$ cat config.mk
export PLATFORM = sky130hd
export DESIGN_NAME = pwm_capture
export DESIGN_NICKNAME = d
export VERILOG_FILES = /design/src/rtl/pwm_capture.sv
export SDC_FILE = /design/constraint.sdc
export NUM_CORES = 1
export LEC_CHECK = 0
export BUFFER_PORTS_ARGS = -buffer_cell sky130_fd_sc_hd__buf_4
export CAP_MARGIN = 20
export CORE_MARGIN = 8
export CORE_UTILIZATION = 45
export CTS_CLUSTER_SIZE = 20
export DETAILED_ROUTE_END_ITERATION = 12
export GPL_ROUTABILITY_DRIVEN = 0
export GPL_TIMING_DRIVEN = 0
export PLACE_DENSITY_LB_ADDON = 0.3
export REMOVE_ABC_BUFFERS = 1
export SETUP_SLACK_MARGIN = 0.4
export SLEW_MARGIN = 20
export SYNTH_ARGS = -nofsm -noshare
export SYNTH_HDL_FRONTEND = slang
export SYNTH_SLANG_ARGS = --single-unit
$ cat constraint.sdc
create_clock -name clk -period 1.9 [get_ports clk]
set_input_delay 0.38 -clock clk [delete_from_list [all_inputs] [get_ports clk]]
set_output_delay 0.38 -clock clk [all_outputs]
set_load 0.03 [all_outputs]
$ cat src/rtl/pwm_capture.sv
// Measures high time and period of an asynchronous PWM input in clk cycles,
// reporting each completed period with a one-cycle valid strobe plus stuck-line detection.
module pwm_capture #(
  parameter int CNT_W = 11
) (
  input  logic             clk,
  input  logic             rst_n,
  input  logic             pwm_in,
  output logic [CNT_W-1:0] high_out,
  output logic [CNT_W-1:0] period_out,
  output logic             valid,
  output logic             stuck,
  output logic             stuck_level
);

  typedef enum logic {
    IDLE,
    MEAS
  } state_t;

  // All-ones: a period reaching this count without a rising edge is a stuck line.
  localparam logic [CNT_W-1:0] CNT_MAX = '1;
  localparam logic [CNT_W-1:0] CNT_ONE = CNT_W'(1);

  logic [1:0]       sync_reg;
  logic             s_d_reg;
  logic             s;
  logic             rise;

  state_t           state_reg;
  logic [CNT_W-1:0] per_cnt_reg;
  logic [CNT_W-1:0] high_cnt_reg;
  logic [CNT_W-1:0] high_out_reg;
  logic [CNT_W-1:0] period_out_reg;
  logic             valid_reg;
  logic             stuck_reg;
  logic             stuck_level_reg;

  assign s    = sync_reg[1];
  assign rise = s & ~s_d_reg;

  always_ff @(posedge clk or negedge rst_n) begin
    if (!rst_n) begin
      sync_reg <= 2'b00;
      s_d_reg  <= 1'b0;
    end else begin
      sync_reg <= {sync_reg[0], pwm_in};
      s_d_reg  <= s;
    end
  end

  always_ff @(posedge clk or negedge rst_n) begin
    if (!rst_n) begin
      state_reg       <= IDLE;
      per_cnt_reg     <= '0;
      high_cnt_reg    <= '0;
      high_out_reg    <= '0;
      period_out_reg  <= '0;
      valid_reg       <= 1'b0;
      stuck_reg       <= 1'b0;
      stuck_level_reg <= 1'b0;
    end else begin
      valid_reg <= 1'b0;
      case (state_reg)
        IDLE: begin
          // The first edge only establishes the reference point for timing.
          if (rise) begin
            state_reg    <= MEAS;
            per_cnt_reg  <= CNT_ONE;
            high_cnt_reg <= CNT_ONE;
            stuck_reg    <= 1'b0;
          end
        end
        MEAS: begin
          if (rise) begin
            high_out_reg   <= high_cnt_reg;
            period_out_reg <= per_cnt_reg;
            valid_reg      <= 1'b1;
            per_cnt_reg    <= CNT_ONE;
            high_cnt_reg   <= CNT_ONE;
          end else if (per_cnt_reg == CNT_MAX) begin
            state_reg       <= IDLE;
            stuck_reg       <= 1'b1;
            stuck_level_reg <= s;
            per_cnt_reg     <= '0;
            high_cnt_reg    <= '0;
          end else begin
            per_cnt_reg <= per_cnt_reg + CNT_ONE;
            if (s) begin
              high_cnt_reg <= high_cnt_reg + CNT_ONE;
            end
          end
        end
        default: begin
          state_reg <= IDLE;
        end
      endcase
    end
  end

  assign high_out    = high_out_reg;
  assign period_out  = period_out_reg;
  assign valid       = valid_reg;
  assign stuck       = stuck_reg;
  assign stuck_level = stuck_level_reg;

endmodule
# == Word-level counts from Yosys, hierarchy flattened ==
# Index checks and enable logic that the tools add are counted.
# W data, S select, Z words.
# totals
inputBits,3
reg_bits,51
output_inout_bits,25
# op_classes
reduce_logical,4
mux,17
addsub,2
bitwise,4
n_eq_ne,5
# op_table
operator,count
$mux W11,6
$pmux W11 S2,2
$add A11 B1 Y11 const B,2
$eq A11 B11 Y1 const B,1
$mux W1,7
$reduce_and A3 Y1,2
$ne A2 B2 Y1 const B,2
$ne A4 B3 Y1 const B,1
$pmux W1 S2,2
$reduce_and A2 Y1,2
$not A1 Y1,3
$ne A2 B1 Y1 const B,1
$and A1 B1 Y1,1

# == Depth between registers and ports, before layout ==
# depth
word_depth,5
mapped_depth,7
ltp_nobuf,5

# == Least setup slack after synthesis ==
# Ideal clock, no wire load.
# synth_path
kind,reg-to-reg
start,register per_cnt_reg[0]
end,"register stuck_level_reg, in the netlist stuck_level"
t_arrival_ns,1.470
setup_time_ns,0.121
stages_incl_launch_ff,7
synth_period_minus_slack_ns,1.592
required_ns,1.779
path_slack_ns,0.308
path_cell_list,dfrtp_1 ha_1 and4_1 buf_6 and3_4 and3_1 o22a_1
# synth_via
elab_chain_cells,2
# synth_rtl
item,line_no,source
start: declaration,31,logic [CNT_W-1:0] per_cnt_reg;
start signal: assignment,88,per_cnt_reg <= per_cnt_reg + CNT_ONE;
$eq A11 B11 Y1,81,end else if (per_cnt_reg == CNT_MAX) begin
$reduce_and A3 Y1 (no source line),-,
end signal: assignment,84,stuck_level_reg <= s;
end: declaration,37,logic stuck_level_reg;
# Every way passes these cells.
# A chain may end at the register's enable or synchronous reset.

# == Worst setup path in the final report ==
# layout_path
start,register per_cnt_reg[1]
end,register high_cnt_reg[9]
# layout_via
elab_chain_cells,4
elab_cells_between_ends,6
# layout_rtl
item,line_no,source
$eq A11 B11 Y1 *,81,
$mux W11,81,
$mux W11,75,if (rise) begin
$pmux W11 S2,64,case (state_reg)
end signal: assignment,90,high_cnt_reg <= high_cnt_reg + CNT_ONE;
end: declaration,32,logic [CNT_W-1:0] high_cnt_reg;
# Every way passes the cells marked *; elsewhere a longest branch is shown, timed or not.

==> results.cfg <==
[status]
status = completed

[logic_synthesis]
share_of_synthesized_cell_area_in_and_or_nand_and_nor_gates_pct = 14.9
yosys-mux-area-fraction_pct = 10.5
ys_types = 46
netlist_instances = 200
post_synth_fa_ha_maj_area_fraction_pct = 1.07
main_combinational_cell_family_by_area_after_synthesis = simple AND/OR/NAND/NOR gates
synth-compound-area-share_pct = 12.9
synthXorXnorAreaFrac_pct = 1.87
yosys_warnings = 0
synth.yosys.seq_area_share_pct = 54.4
synth_seq_cells = 51
postSynthAreaPerCell_sq_um = 11.7
mappedNetlistArea_sq_um = 2340

[cts]
cts_tree = done
clk_path_buf_depth = 2
cts.clk_slew.worst_paths_ns = 0.08
tritoncts.num_buffers = 5
cts.htree.levels = 2
insertion_delay_ns = 0.30
library_cell_used_as_clock_root_buffer = sky130_fd_sc_hd__clkbuf_8
clock_sinks = 51

[worst_setup_path]
family_with_the_most_delay_on_the_worst_path = compound AO/OA/AOI/OAI gates
worst-setup-path-type = register to register
critical_path.max_stage_delay_ns = 0.39
path_cells = ha_4 > and4_4 > a32oi_4 > a21o_1 > a22o_1
crit_path_max_fanout = 8
setup.worst_path.start_class = register
cp_data_arrival_time_ns = 1.71
critPathBufInv = 0
timing.critical_path.required_ns = 2.09
cp-end-kind = register
timing.critical_path.slowest_stage_cell = sky130_fd_sc_hd__dfrtp_1

[floorplanning]
die_area_sq_um = 7780
floorplan.die.width_um = 88.2
floorplan.initialDensity_pct = 46.2
die-height_um = 88.2
number_of_ports_placed_on_the_die_boundary = 28
core-area_sq_um = 5070
core.rowCount = 26

[placed_design]
placement.cell_area_sq_um = 2540
placement.io_buffers = 27
dp_hpwl_um = 2850
instance_count_after_placement_with_tap_cells_included = 286

[timing]
finalHoldViolCount = 0
grt_setup_unrepaired = true
setup_viol = 0
achievable-frequency_mhz = 660
period_needed_ns = 1.51
final.setup.tns_ns = 0
period_share_pct = 79.7
timing.final.max_slew_violations = 0
timing.max_slew.rel_slack_pct = 58.5
worst_pin_slew_ns = 0.623
final_skew_ns = 0.00661
fin_hold_ws_ns = 0.0858

[grt]
grt_first_pass_wirelength_um = 7600
gr-total-overflow = 0
grt_start_max_net_pins = 52
first_global_vias = 1628
number_of_antenna_violations_at_the_first_check_in_global_routing = 0
grt.total_usage_pct = 12.6

[route]
drtAntennaViolNets = 0
drc_errors = 0
first_pass_iters = 4
post_detailed_route_via_to_cell_ratio = 5.30
detail_route.wl_per_cell_um = 14.6
vias = 1633
totalWireLength_um = 4510
drt-initial-drc-count = 87

[layout]
final-seq-area_sq_um = 1280
final_cell_count_no_fill = 308
layout_commonest_cell = sky130_fd_sc_hd__dfrtp_1
area_delta_synth_final_pct = 20.8
final_design_area_no_fill_sq_um = 2830
layout_common_cells = sky130_fd_sc_hd__dfrtp_1 (46), sky130_fd_sc_hd__buf_4 (41), sky130_fd_sc_hd__nand2_1 (22), sky130_fd_sc_hd__mux2_2 (20), sky130_fd_sc_hd__nand3_1 (10)
post_route_cells_drive_above_1_share_pct = 38.7
diode_count = 0
multi_input_area_sq_um = 1050
fill_cells = 467
design.final.nets = 243
finalCoreUtilization_pct = 55.8

[pwr]
pwr_density_cell_nw_per_um2 = 849
vdd_ir_drop_max_mv = 0.713
p_leak_nw = 1.35

[worst_hold_path]
min-delay-path-class = input port to asynchronous set/reset pin

[run]
max_cap_violations = 0
[power breakdown]
part / leakage [nW] / switching (mW) / total (mW) / internal [mW]
registers: 0.675 / 0.102 / 1.29 / 1.19
clock network: 0.0470 / 0.329 / 0.615 / 0.286
logic: 0.627 / 0.268 / 0.497 / 0.229
[Yosys cell counts (all sizes together)]
library cell,n,area [sq um]
and3,5,37.5
o22a,1,8.76
nand2b,2,12.5
xnor2,2,17.5
a21o,4,30.0
nand2,24,97.6
or3,1,6.26
and2b,1,7.51
nor2b,1,6.26
ha,2,25.0
or3b,1,8.76
nand3,11,55.1
nor2,8,30.0
a31o,1,8.76
o31ai,1,7.51
a22o,5,43.8
mux2,21,236
buf,9,72.6
and4,4,37.5
a21oi,7,35.0
mux2i,1,10.0
o211ai,1,7.51
nor3,5,25.0
clkbuf,2,17.5
a31oi,2,27.5
a32oi,1,27.5
xor2,3,26.3
a41oi,1,8.76
nand4,3,18.8
dfrtp,51,1280
a311oi,2,17.5
o21ai,9,45.0
inv,3,11.3
a32o,2,20.0
nor4,1,6.26
o21a,2,15.0
[per-stage QoR]
stage	power (mW)	setup slack, ns
4_1_cts	2.42	0.384
3_5_place_dp	1.74	-0.486
6_report	2.40	0.386
3_3_place_gp	1.73	-0.481
5_1_grt	2.55	0.325
2_1_floorplan	1.57	0.0684
[layout make-up]
class | instances | share of cell area (%)
multi-input combinational | 136 | 37.3
clock inverter | 1 | 0.177
inverter | 3 | 0.398
timing repair buffer | 41 | 10.9
sequential | 51 | 45.3
tap | 70 | 3.09
clock buffer | 6 | 2.92
[logic make-up after synthesis]
group / Yosys count
compound gates: 39
fa+ha+maj: 2
flops: 51
simple gates: 67
xor+xnor: 5
mux: 22
buf+inv: 14
[repair_timing]
action                     CTS  global route
buffers inserted             6             8
gates cloned                 1             0
gates resized for setup     15             8
pin swaps                    6             4
hold buffers                 0             0
setup endpoints to repair   46            38
[per-layer routing]
metal  global-route usage, %  wire, um  up-vias
li1                        -         -      801
met1                    15.9      2140      804
met2                    19.8      2120       21
met3                    3.00       169        7
met4                    5.84        79        0
met5                       0         0        -
[worst reg2reg max path: stages, from the launching register on]
cell and delay (ns):
sky130_fd_sc_hd__dfrtp_1 0.39, sky130_fd_sc_hd__ha_4 0.15, sky130_fd_sc_hd__and4_4 0.30, sky130_fd_sc_hd__a32oi_4 0.19
sky130_fd_sc_hd__a21o_1 0.20, sky130_fd_sc_hd__a22o_1 0.17
[path summary, 6_finish.rpt]
kind                                     start              end  slack, ns  cells after the start
worst min-delay path                     rst_n    period_out[2]       0.09                      1
worst max-delay path            per_cnt_reg[1]  high_cnt_reg[9]       0.39                      5
min in group clk                        pwm_in      sync_reg[0]       0.18                      1
max in group asynchronous                rst_n      sync_reg[1]       1.37                      1
worst min register to register     sync_reg[0]      sync_reg[1]       0.35                      0
worst max register to register  per_cnt_reg[1]  high_cnt_reg[9]       0.39                      5
No activity file was read; power rests on OpenSTA's default activity.
